### src/rtl/uart_frame_parser_pkg.sv
`default_nettype none
// ============================================================================
// Module  : uart_frame_parser_pkg
// Brief   : Shared constants, error codes and FSM encoding for the UART
//           matrix-frame parser.
// Revision: 1.0 - initial release
// ============================================================================
package uart_frame_parser_pkg;

  // Start-of-frame marker; only recognised while idle.
  localparam logic [7:0] C_HDR_BYTE    = 8'hAA;

  // err_code values.
  localparam logic [1:0] C_ERR_NONE    = 2'd0;
  localparam logic [1:0] C_ERR_DIM     = 2'd1;
  localparam logic [1:0] C_ERR_CHK     = 2'd2;
  localparam logic [1:0] C_ERR_TIMEOUT = 2'd3;

  // Default largest row/column count accepted.
  localparam int C_MAX_DIM_DEF = 5;

  // Parser states.
  typedef enum logic [2:0] {
    ST_IDLE = 3'd0,
    ST_CMD  = 3'd1,
    ST_ROWS = 3'd2,
    ST_COLS = 3'd3,
    ST_DATA = 3'd4,
    ST_CHK  = 3'd5
  } state_e;

  // A dimension byte is legal when it lies in 1..max_dim.
  function automatic logic dim_ok(input logic [7:0] v, input logic [7:0] max_dim);
    return (v != 8'd0) && (v <= max_dim);
  endfunction

endpackage
`default_nettype wire

### src/rtl/byte_timeout_timer.sv
`default_nettype none
// ============================================================================
// Module  : byte_timeout_timer
// Brief   : Inter-byte watchdog. Counts clk cycles while enabled; expired is
//           a combinational flag raised on the edge where the count would
//           reach TIMEOUT_CYC, suppressed whenever clear is high.
// Revision: 1.0 - initial release
// ============================================================================
module byte_timeout_timer #(
  parameter int TIMEOUT_CYC = 10_000_000
) (
  input  logic clk,
  input  logic rst_n,
  input  logic clear,
  input  logic enable,
  output logic expired
);

  localparam int            CW     = $clog2(TIMEOUT_CYC + 1);
  localparam logic [CW-1:0] C_LAST = CW'(TIMEOUT_CYC - 1);

  logic [CW-1:0] cnt_q;
  logic [CW-1:0] cnt_d;

  // A fresh byte always wins over the terminal count.
  assign expired = enable && !clear && (cnt_q == C_LAST);

  // Next count: restart on a byte, when disabled, or once the timer fires.
  always_comb begin
    cnt_d = cnt_q + CW'(1);
    if (clear || !enable || expired) begin
      cnt_d = '0;
    end
  end

  // Count register.
  always_ff @(posedge clk or negedge rst_n) begin
    if (!rst_n) begin
      cnt_q <= '0;
    end else begin
      cnt_q <= cnt_d;
    end
  end

endmodule
`default_nettype wire

### src/rtl/uart_frame_parser.sv
`default_nettype none
// ============================================================================
// Module  : uart_frame_parser
// Brief   : Parses AA/CMD/ROWS/COLS/elements/CHK frames from a UART byte
//           stream, streams matrix element writes, and reports good frames,
//           dimension/checksum errors and inter-byte timeouts.
// Revision: 1.0 - initial release
// ============================================================================
module uart_frame_parser
  import uart_frame_parser_pkg::*;
#(
  parameter int MAX_DIM     = C_MAX_DIM_DEF,
  parameter int TIMEOUT_CYC = 10_000_000
) (
  input  logic       clk,
  input  logic       rst_n,
  input  logic [7:0] rx_data,
  input  logic       rx_done,
  output logic       wr_en,
  output logic [4:0] wr_addr,
  output logic [7:0] wr_data,
  output logic [7:0] frame_cmd,
  output logic [2:0] frame_rows,
  output logic [2:0] frame_cols,
  output logic       frame_done,
  output logic       frame_err,
  output logic [1:0] err_code,
  output logic       busy
);

  localparam logic [7:0] C_MAX = 8'(MAX_DIM);

  state_e     state_q, state_d;
  logic [7:0] xor_q, xor_d;
  logic [7:0] cmd_q, cmd_d;
  logic [7:0] rows_q, rows_d;
  logic [2:0] cols_q, cols_d;
  logic [5:0] cnt_q, cnt_d;
  logic [5:0] last_q, last_d;
  logic       wr_en_q, wr_en_d;
  logic [4:0] wr_addr_q, wr_addr_d;
  logic [7:0] wr_data_q, wr_data_d;
  logic [7:0] frame_cmd_q, frame_cmd_d;
  logic [2:0] frame_rows_q, frame_rows_d;
  logic [2:0] frame_cols_q, frame_cols_d;
  logic       frame_done_q, frame_done_d;
  logic       frame_err_q, frame_err_d;
  logic [1:0] err_code_q, err_code_d;

  logic       w_expired;
  logic [5:0] w_prod;

  // Element count of the frame whose COLS byte is arriving now.
  assign w_prod = {3'd0, rows_q[2:0]} * {3'd0, rx_data[2:0]};

  byte_timeout_timer #(
    .TIMEOUT_CYC (TIMEOUT_CYC)
  ) u_timer (
    .clk     (clk),
    .rst_n   (rst_n),
    .clear   (rx_done),
    .enable  (state_q != ST_IDLE),
    .expired (w_expired)
  );

  // Next-state and output decode; every step is triggered by a byte, except timeout.
  always_comb begin
    state_d      = state_q;
    xor_d        = xor_q;
    cmd_d        = cmd_q;
    rows_d       = rows_q;
    cols_d       = cols_q;
    cnt_d        = cnt_q;
    last_d       = last_q;
    wr_en_d      = 1'b0;
    wr_addr_d    = wr_addr_q;
    wr_data_d    = wr_data_q;
    frame_cmd_d  = frame_cmd_q;
    frame_rows_d = frame_rows_q;
    frame_cols_d = frame_cols_q;
    frame_done_d = 1'b0;
    frame_err_d  = 1'b0;
    err_code_d   = err_code_q;

    if (w_expired) begin
      state_d     = ST_IDLE;
      frame_err_d = 1'b1;
      err_code_d  = C_ERR_TIMEOUT;
    end else if (rx_done) begin
      case (state_q)
        ST_IDLE: begin
          if (rx_data == C_HDR_BYTE) begin
            state_d = ST_CMD;
            xor_d   = 8'd0;
          end
        end
        ST_CMD: begin
          cmd_d   = rx_data;
          xor_d   = xor_q ^ rx_data;
          state_d = ST_ROWS;
        end
        ST_ROWS: begin
          rows_d  = rx_data;
          xor_d   = xor_q ^ rx_data;
          state_d = ST_COLS;
        end
        ST_COLS: begin
          xor_d = xor_q ^ rx_data;
          if (dim_ok(rows_q, C_MAX) && dim_ok(rx_data, C_MAX)) begin
            cols_d  = rx_data[2:0];
            cnt_d   = 6'd0;
            last_d  = w_prod - 6'd1;
            state_d = ST_DATA;
          end else begin
            frame_err_d = 1'b1;
            err_code_d  = C_ERR_DIM;
            state_d     = ST_IDLE;
          end
        end
        ST_DATA: begin
          xor_d     = xor_q ^ rx_data;
          wr_en_d   = 1'b1;
          wr_addr_d = cnt_q[4:0];
          wr_data_d = rx_data;
          cnt_d     = cnt_q + 6'd1;
          if (cnt_q == last_q) begin
            state_d = ST_CHK;
          end
        end
        ST_CHK: begin
          if (rx_data == xor_q) begin
            frame_done_d = 1'b1;
            frame_cmd_d  = cmd_q;
            frame_rows_d = rows_q[2:0];
            frame_cols_d = cols_q;
          end else begin
            frame_err_d = 1'b1;
            err_code_d  = C_ERR_CHK;
          end
          state_d = ST_IDLE;
        end
        default: state_d = ST_IDLE;
      endcase
    end
  end

  // State and datapath registers; reset abandons any partial frame silently.
  always_ff @(posedge clk or negedge rst_n) begin
    if (!rst_n) begin
      state_q      <= ST_IDLE;
      xor_q        <= 8'd0;
      cmd_q        <= 8'd0;
      rows_q       <= 8'd0;
      cols_q       <= 3'd0;
      cnt_q        <= 6'd0;
      last_q       <= 6'd0;
      wr_en_q      <= 1'b0;
      wr_addr_q    <= 5'd0;
      wr_data_q    <= 8'd0;
      frame_cmd_q  <= 8'd0;
      frame_rows_q <= 3'd0;
      frame_cols_q <= 3'd0;
      frame_done_q <= 1'b0;
      frame_err_q  <= 1'b0;
      err_code_q   <= C_ERR_NONE;
    end else begin
      state_q      <= state_d;
      xor_q        <= xor_d;
      cmd_q        <= cmd_d;
      rows_q       <= rows_d;
      cols_q       <= cols_d;
      cnt_q        <= cnt_d;
      last_q       <= last_d;
      wr_en_q      <= wr_en_d;
      wr_addr_q    <= wr_addr_d;
      wr_data_q    <= wr_data_d;
      frame_cmd_q  <= frame_cmd_d;
      frame_rows_q <= frame_rows_d;
      frame_cols_q <= frame_cols_d;
      frame_done_q <= frame_done_d;
      frame_err_q  <= frame_err_d;
      err_code_q   <= err_code_d;
    end
  end

  assign wr_en      = wr_en_q;
  assign wr_addr    = wr_addr_q;
  assign wr_data    = wr_data_q;
  assign frame_cmd  = frame_cmd_q;
  assign frame_rows = frame_rows_q;
  assign frame_cols = frame_cols_q;
  assign frame_done = frame_done_q;
  assign frame_err  = frame_err_q;
  assign err_code   = err_code_q;
  assign busy       = (state_q != ST_IDLE);

endmodule
`default_nettype wire
### config.mk
export PLATFORM = sky130hd
export DESIGN_NAME = uart_frame_parser
export DESIGN_NICKNAME = d
export VERILOG_FILES = /design/src/rtl/uart_frame_parser_pkg.sv /design/src/rtl/byte_timeout_timer.sv /design/src/rtl/uart_frame_parser.sv
export SDC_FILE = /design/constraint.sdc
export NUM_CORES = 1
export LEC_CHECK = 0
export BUFFER_PORTS_ARGS = -buffer_cell sky130_fd_sc_hd__buf_2
export CAP_MARGIN = 40
export CORE_ASPECT_RATIO = 1.4
export CORE_MARGIN = 4
export CORE_UTILIZATION = 40
export CTS_CLUSTER_DIAMETER = 40
export DETAILED_ROUTE_END_ITERATION = 12
export PLACE_DENSITY = 0.55
export SLEW_MARGIN = 20
export SYNTH_ARGS = -nofsm -noshare
export SYNTH_HDL_FRONTEND = slang
export SYNTH_HIERARCHICAL = 1
export SYNTH_SLANG_ARGS = --single-unit
### constraint.sdc
create_clock -name clk -period 5.89 [get_ports clk]
set_input_delay 1.178 -clock clk [delete_from_list [all_inputs] [get_ports clk]]
set_output_delay 1.178 -clock clk [all_outputs]
set_load 0.01 [all_outputs]
Word level (Yosys, flattened, before mapping) --
Cells that the tools add are included.
Word-level totals: output and inout bits 33, logic and storage cells 95, input port bits 11, register bits after elaboration 98
Operators by class: equal/unequal tests 15, bitwise operators 2, magnitude comparators 2, mux-type cells 28, $mul 1, reduce and logical (&&, ||, !) cells 27, add/subtract/negate cells 3
Operators by type and width (number):
- 24-bit by 1-bit adder with 24-bit output (second input constant) | 1
- 24-bit == test (second input constant) | 1
- 24-bit 2-to-1 mux | 1
- 4-bit AND reduction | 5
- 8-bit by 3-bit <= comparator with 1-bit output (second input constant) | 2
- 8-bit one-hot mux with 2 select lines | 1
- 8-bit nonzero test | 2
- 3-bit 2-to-1 mux | 5
- 3-bit one-hot mux with 5 select lines | 1
- 3-bit by 2-bit inequality test with 1-bit output (second input constant) | 4
- 6-bit one-hot mux with 2 select lines | 1
- 3-bit AND reduction | 4
- 1-bit 2-to-1 mux | 11
- 8-bit == test | 1
- 8-bit == test (second input constant) | 1
- 2-bit 2-to-1 mux | 4
- 8-bit 2-to-1 mux | 1
- 8-bit bitwise XOR | 1
- 6-bit by 1-bit adder with 6-bit output (second input constant) | 1
- 3-bit by 2-bit == test with 1-bit output (second input constant) | 2
- 3-bit == test (second input constant) | 2
- 6-bit == test | 1
- 3-bit by 3-bit multiplier with 6-bit output | 1
- 6-bit 2-to-1 mux | 1
- 13 further kinds | 23

Depth between registers and ports, before layout --
Gate-level depths: netlist of run 1.
depth after elaboration 7, mapped depth 13, mapped depth without buffers 9

Cells and area by module --
Netlist of run 1, hierarchy kept.
By module, submodules not included:
- uart_frame_parser | cells an instance 304, instances 1, area each 3744.8 um^2
- byte_timeout_timer | cells an instance 130, instances 1, area each 1241.2 um^2

Worst setup path before layout of run 1 --
No wires, ideal clock.
kind input to register, start point input port rx_data[1], end point register last_q[5], cell stages on the path 10, setup slack 2.345 ns, setup time 0.125 ns, arrival time 3.420 ns, buffers on the path 1, cells stage by stage clkbuf_1 -> nand2_1 -> ha_1 -> inv_1 -> fa_1 -> fa_1 -> a21o_1 -> a21oi_1 -> xnor2_1 -> mux2_4
On the way: word-level cells in the longest chain between the ends 4
Ends and longest elaborated chain:
- from (decl) | RTL line uart_frame_parser.sv:17 | input logic [7:0] rx_data,
- branches (longest 4 deep; another with 3-bit by 3-bit multiplier with 6-bit output)
- to (signal assigned) | RTL line uart_frame_parser.sv:173 | last_q <= last_d;
- to (decl) | RTL line uart_frame_parser.sv:39 | logic [5:0] last_q, last_d;
Parallel ways; which one is timed is not known. A chain may end at the register's enable or synchronous reset.

Worst setup path after layout of run 1 --
Ends and elaborated chain as after synthesis.

==> impl_results.md, run 1 <==
* CP required at 6120 ps
* Setup TNS Final at 0 ps
* CP Max Fanout at 13
* PwrDens at 352 nW/um2
* Dpl cell area at 5290 um2
* Net Sw Frac at 31.2%
* Largest net degree at the start of global routing at 67
* Chip height at 140 um
* Yosys reg bits at 98
* Post-synth ARST share at 100%
* Final Max Tran Viols at 0
* Core ar. at 12300 um2
* Largest stage delay, worst path at 500 ps
* Layout area overhead at 12.3%
* Layout cell share with drive strength beyond 1 at 26.5%
* Final period util at 56.3%
* Rel. slew slack at 49.3%
* Die X at 102 um
* VDD IR max at 0.000151 V
* Leading area contributor after synthesis: dfrtp_1
* Final GP Congestion at 0.825
* Number of setup violations in the final report at 0
* I/O Buffers at 43
* Slowest cell on the critical path: fa_1
* GRT Total Usage at 15.2%
* Vias at 3363
* First-pass GRT wire length at 17200 um
* Switching power at 0.000616 W
* Cell-internal power at 0.00136 W
* Vias in the first global route at 3428
* Clock buffer count from CTS at 9
* FF-to-FF Start: u_timer/cnt_q[0]
* Area of the multi-input gates at 2330 um2
* Worst-skew pair later-pin latency at 340 ps
* Critical path class: in -> reg
* CTS root buffer: clkbuf_16
* Clock power share at 29.3%
* Max Freq at 301 MHz
* Min Tclk post-route at 3320 ps
* Final Hold Vio Count at 0
* Clk slew on worst S/H paths at 60 ps
* Ant. Diodes at 0
* Final Cell Area at 5600 um2
* Hold path start: wr_addr[0]
* Number of synthesized flops with an enable pin at 0
* Startpoint types: input port
* WP data arrival at 3540 ps
* Total gr overflow at 0
* CP Buf/Inv Count at 2
* Synth top area share at 49.2%
* Initial Util at 40.7%
* Net Count, Synth at 458
* Most used cell, CP: fa_1
* Share of total power in combinational logic at 26.3%
* Cell Rows at 48
* Slew @ Worst Pin at 758 ps
* Post-Syn Area at 4990 um2
* Hold_buf cts at 0
* Post-DRT Antenna Nets at 0
* Sequential share of the synthesized area at 49.2%
* CTS tree: yes
* CP delay by family, top: adder cells
* Fillers at 1190
* Vias per cell at 5.38
* Setup Skew at 7.10 ps
* Ports at 44
* Hold WC Path Type: reg -> reg
* Sequential cell area at 2450 um2
* Worst-path cell chain: buf_2 > nand2_1 > ha_1 > inv_1 > fa_1 > fa_1 > a21o_1 > a21oi_1 > xnor2_1 > mux2_4
* Die area at 14300 um2
* Cts repair resizes at 0
* Antenna violations before repair at 0
* Hpwl dp at 7050 um
* Leakage power at 2.67 nW
* Initial DRC count at 105
* CP startpoint: rx_data[1]
* CTS H-Tree Depth at 3
* Final wirelength at 10200 um
* Max-Cap Viols at 0
* RSZ-0062 raised after global routing: no
* DRT Pass-1 Iters at 4
* Synth unique cells at 52
* CTS Buffer Depth at 2
* Synth top area cells: dfrtp_1 (49%), mux2_2 (8.8%), xor2_1 (3.9%), mux2_4 (3.6%), ha_1 (2.8%)
* Post-CTS repair timing setup buffer count at 0
* Remaining DRCs at 0
* Avg Cell Area, Syn at 11.5 um2
* R2r setup slk at 2860 ps
* Register share of total power at 44.4%
* Ys flop type: dfrtp_1
* Routed wire per std cell at 16.3 um
* Status: complete, no violations
* Cells after Synth at 434
* CP endpoint kind: flip-flop
* Fin nets at 495
* Sink Count at 98
* Synthesis Warnings at 6
==> final timing paths <==
kind / cells past startpoint / endpoint
max in group asynchronous: 3 / frame_cols[2]
min: 1 / wr_addr[0]
min reg2reg: 1 / wr_addr[0]
min in group asynchronous: 1 / u_timer/cnt_q[18]
max reg2reg: 10 / cnt_q[3]
max: 10 / last_q[5]
==> final cells by class <==
type,count,area share [%]
Inverter,14,0.938
Sequential cell,98,43.8
Clock buffer,12,4.40
Timing Repair Buffer,49,5.25
Multi-Input combinational cell,299,41.6
Tap cell,150,3.35
Clock inverter,3,0.715
==> flip-flops by register name, summed over array words and instances, names as in the netlist, 2 cells and up <==
name           count
cmd_q              8
cnt_q              6
cols_q             3
err_code           2
frame_cmd          8
frame_cols         3
frame_rows         3
last_q             6
rows_q             8
state_q            3
u_timer/cnt_q     24
wr_addr            5
wr_data            8
xor_q              8
==> cell usage after synthesis, types with 6 or more instances <==
master and n:
mux2_4 12, inv_1 14, o21ai_0 14, or4_1 6, nor3_1 15, nand4_1 9, nand3_1 12, dfrtp_1 98
buf_6 7, buf_2 11, o31ai_1 10, nand2b_1 9, xnor2_1 10, o21ai_1 8, xor2_1 22, nand2_1 24
a21oi_1 15, nor2_1 22, ha_1 11, mux2_2 39, or3_1 9
==> layout by cell type (no fill, tap or decap), drive strengths merged, types with 2 or more instances in the layout <==
cell,count
nor2,22
a21oi,16
xor2,22
clkbuf,12
nand3,13
clkinv,2
a22oi,2
fa,2
ha,11
and3,4
o21a,2
nor4,8
nor3,15
and4,2
and2,5
nor2b,3
o21ai,22
xnor2,10
buf,49
or2b,2
a21o,3
nand2,24
or3,9
nand4,10
nand2b,9
nand3b,2
mux2,51
dfrtp,98
or4,8
inv,14
o31ai,10
==> metrics by stage <==
| step | utilization (%) | instances | setup WS, ps | hold WS [ps] | power, W |
|---|---|---|---|---|---|
| after floorplan | - | 434 | 2350 | 475 | 0.00128 |
| after global placement | 42.9 | 607 | 2260 | 486 | 0.00139 |
| after detailed placement | 43.2 | 609 | 2190 | 491 | 0.00141 |
| after CTS | 45.5 | 624 | 2560 | 506 | 0.00200 |
| after global routing | 45.7 | 625 | 2480 | 519 | 0.00211 |
| final | 45.7 | 625 | 2570 | 501 | 0.00197 |
==> logic make-up (layout without fill, tap and decap cells) <==
family | Yosys count | in the layout | synth area share (%)
simple gates | 142 | 142 | 17.5
flops | 98 | 98 | 49.2
compound gates | 60 | 60 | 7.30
mux | 52 | 52 | 12.6
buf+inv | 37 | 78 | 4.19
xor+xnor | 32 | 32 | 5.62
fa+ha+maj | 13 | 13 | 3.56
==> layer usage <==
metal / wire (um) / global-route usage [%]
met1: 4510 / 19.4
met2: 5160 / 25.1
met3: 322 / 3.34
met4: 182 / 5.60
met5: 0 / 0
==> power groups by stage <==
stage | logic [W] | clock network, W | registers (W)
2_1_floorplan | 0.000434 | 0 | 0.000847
3_3_place_gp | 0.000509 | 0 | 0.000884
3_5_place_dp | 0.000522 | 0 | 0.000887
4_1_cts | 0.000528 | 0.000600 | 0.000875
5_1_grt | 0.000587 | 0.000625 | 0.000893
6_report | 0.000519 | 0.000579 | 0.000876
Note: power is estimated with default switching activity, not from simulation.
==> run 2, diff against run 1 <==
--- a/config.mk
+++ b/config.mk
@@ -12,7 +12,7 @@
 export CORE_UTILIZATION = 40
 export CTS_CLUSTER_DIAMETER = 40
 export DETAILED_ROUTE_END_ITERATION = 12
-export PLACE_DENSITY = 0.55
+export PLACE_DENSITY = 0.57
 export SLEW_MARGIN = 20
 export SYNTH_ARGS = -nofsm -noshare
 export SYNTH_HDL_FRONTEND = slang
==> constraint.sdc (replaced) <==
create_clock -name clk -period 2.76 [get_ports clk]
set_input_delay 0.552 -clock clk [delete_from_list [all_inputs] [get_ports clk]]
set_output_delay 0.552 -clock clk [all_outputs]
set_load 0.01 [all_outputs]
==> impl_results.md, run 2 (same netlist as run 1, synthesis figures left out) <==
* Final period util at 93.4%
* Post-DRT Antenna Nets at 0 (unchanged)
* Max reg flops at 24 (unchanged)
* Hpwl dp at 7950 um (+13%)
* Final wirelength at 10900 um (+7.5%)
* Max Freq at 388 MHz
* Chip height at 140 um (unchanged)
* Setup Skew at 5.68 ps (-1.42 ps)
* CP Max Fanout at 11 (-2)
* Clk slew on worst S/H paths at 60 ps (about the same)
* Initial DRC count at 143 (+36%)
* VDD IR max at 0.000449 V (+200%)
* CTS Buffer Depth at 2 (unchanged)
* Number of setup violations in the final report at 0 (unchanged)
* CTS tree: yes
* Power consumption at 0.00434 W (+120%)
* Final Cell Area at 5830 um2 (+4.2%)
* Max-Cap Viols at 0 (unchanged)
* Most frequent cells in the layout: dfrtp_1 (98), buf_2 (42), mux2_2 (39)
* Remaining DRCs at 0 (unchanged)
* Layout cell share with drive strength beyond 1 at 31.3% (+4.8 points)
* Core ar. at 12300 um2 (unchanged)
* Min Tclk post-route at 2580 ps
* I/O Buffers at 43 (unchanged)
* Final GP Congestion at 0.860 (+4.3%)
* Dpl cell area at 5540 um2 (+4.7%)
* Status: complete, no violations
* Antenna violations before repair at 0 (unchanged)
* Post-CTS repair timing setup buffer count at 0 (unchanged)
* Ant. Diodes at 0 (unchanged)
* CTS H-Tree Depth at 3 (unchanged)
* Final Max Tran Viols at 0 (unchanged)
* Slew @ Worst Pin at 556 ps (-202 ps)
* Die X at 102 um (unchanged)
* Worst hold slack at 145 ps (-356 ps)
* Critical path class: reg -> reg
* Vias in the first global route at 3662 (+6.8%)
* Setup TNS Final at 0 ps (unchanged)
* Post-route non-filler standard cell count at 654 (+4.6%)
* PwrDens at 744 nW/um2 (+110%)
* Startpoint types: flip-flop
* DRT Pass-1 Iters at 4 (unchanged)
* Rel. slew slack at 62.5% (+13 points)
* Vias per cell at 5.36 (-0.31%)
* Hold WC Path Type: in -> async
* Clock buffer count from CTS at 9 (unchanged)
* Sink Count at 98 (unchanged)
* Layout area overhead at 17.0%
* Die area at 14300 um2 (unchanged)
* Fillers at 1152 (-3.2%)
* WP data arrival at 2800 ps (-740 ps)
* Initial Util at 40.7% (unchanged)
* Worst-skew pair later-pin latency at 340 ps (about the same)
* Area of the multi-input gates at 2330 um2 (+0.16%)
* Vias at 3508 (+4.3%)
* Leakage power at 2.82 nW (+5.5%)
* Routed wire per std cell at 16.7 um (+2.7%)
* Ports at 44 (unchanged)
* CP endpoint kind: flip-flop
* Top reg by flops: u_timer/cnt_q
* CP required at 2980 ps (-3140 ps)
* Most common cell after layout, fill and taps aside: dfrtp_1
* Sequential cell area at 2450 um2 (unchanged)
* GRT Total Usage at 16.3% (+1.1 points)
* RSZ-0062 raised after global routing: no
* Cell Rows at 48 (unchanged)
* Final Hold Vio Count at 0 (unchanged)
* Number of instances in the placed design at 640 (+5.1%)
* Fin nets at 525 (+6.1%)
* CTS root buffer: clkbuf_16
* Total gr overflow at 0 (unchanged)
* First-pass GRT wire length at 18500 um (+7.4%)
* Largest net degree at the start of global routing at 42 (-37%)
run 2: cell types whose count changed in the layout (fill, tap and decap cells not counted):
cell,previous run,this run
buf_4,4,34
buf_12,0,2
clkbuf_1,2,0
buf_16,1,0
buf_8,1,0
clkbuf_8,1,2
fa_1,2,1
fa_2,0,1
nor3_1,15,14
nor3_2,0,1
o21bai_1,0,1
o21bai_2,1,0
run 2: path summary, 6_finish.rpt:
kind,startpoint,slack [ps],depth (start not counted),to
max,u_timer/cnt_q[14],180,9,frame_cmd[2]
min in group clk,err_code[0],490,1,err_code[0]
min reg2reg,err_code[0],490,1,err_code[0]
max reg2reg,u_timer/cnt_q[14],180,9,frame_cmd[2]
max in group asynchronous,rst_n,1910,2,frame_cmd[3]
min,rst_n,140,1,u_timer/cnt_q[16]
run 2: final cells by class:
class                   count  share of cell area [%]
flip-flops and latches     98                    42.0
multi-input cells         299                    40.0
repair buffers             79                    8.86
clock buffers              11                    4.33
well taps                 150                    3.22
inverters                  14                   0.901
clock inverters             3                   0.686
run 2: worst max-delay path: stages (launching register included):
cell,delay [ps]
dfrtp_1,370
or2_2,290
or4_1,520
nor3_2,230
buf_4,180
nor2b_1,60
and3_1,190
nand3_2,110
buf_12,170
mux2_2,340
run 2: power by group:
group / internal, W / leakage, nW / switching, W
Combinational: 0.000608 / 1.36 / 0.000684
Sequential: 0.00165 / 1.31 / 0.000152
Clock: 0.000739 / 0.147 / 0.000508
Total: 0.00300 / 2.82 / 0.00134
run 2: stage by stage:
stage               setup slack [ps]  util (%)
floorplan                       17.1         -
global placement               -43.5      45.1
detailed placement             -1.36      45.2
CTS                              114      47.6
global route                    52.2      47.6
finish                           183      47.6
run 2: per-layer routing:
| metal | wire length, um | part of all wire (%) | GRT usage, % |
|---|---|---|---|
| met2 | 5690 | 52 | 27.3 |
| met4 | 231 | 2.1 | 6.01 |
| met5 | 0 | 0 | 0 |
| met3 | 295 | 2.7 | 2.74 |
| met1 | 4720 | 43 | 20.9 |
run 2: timing repair:
item                                    in CTS  in global routing
endpoints found under the setup margin       0                 14
gates resized for setup                      0                  1
hold buffers                                 0                  0
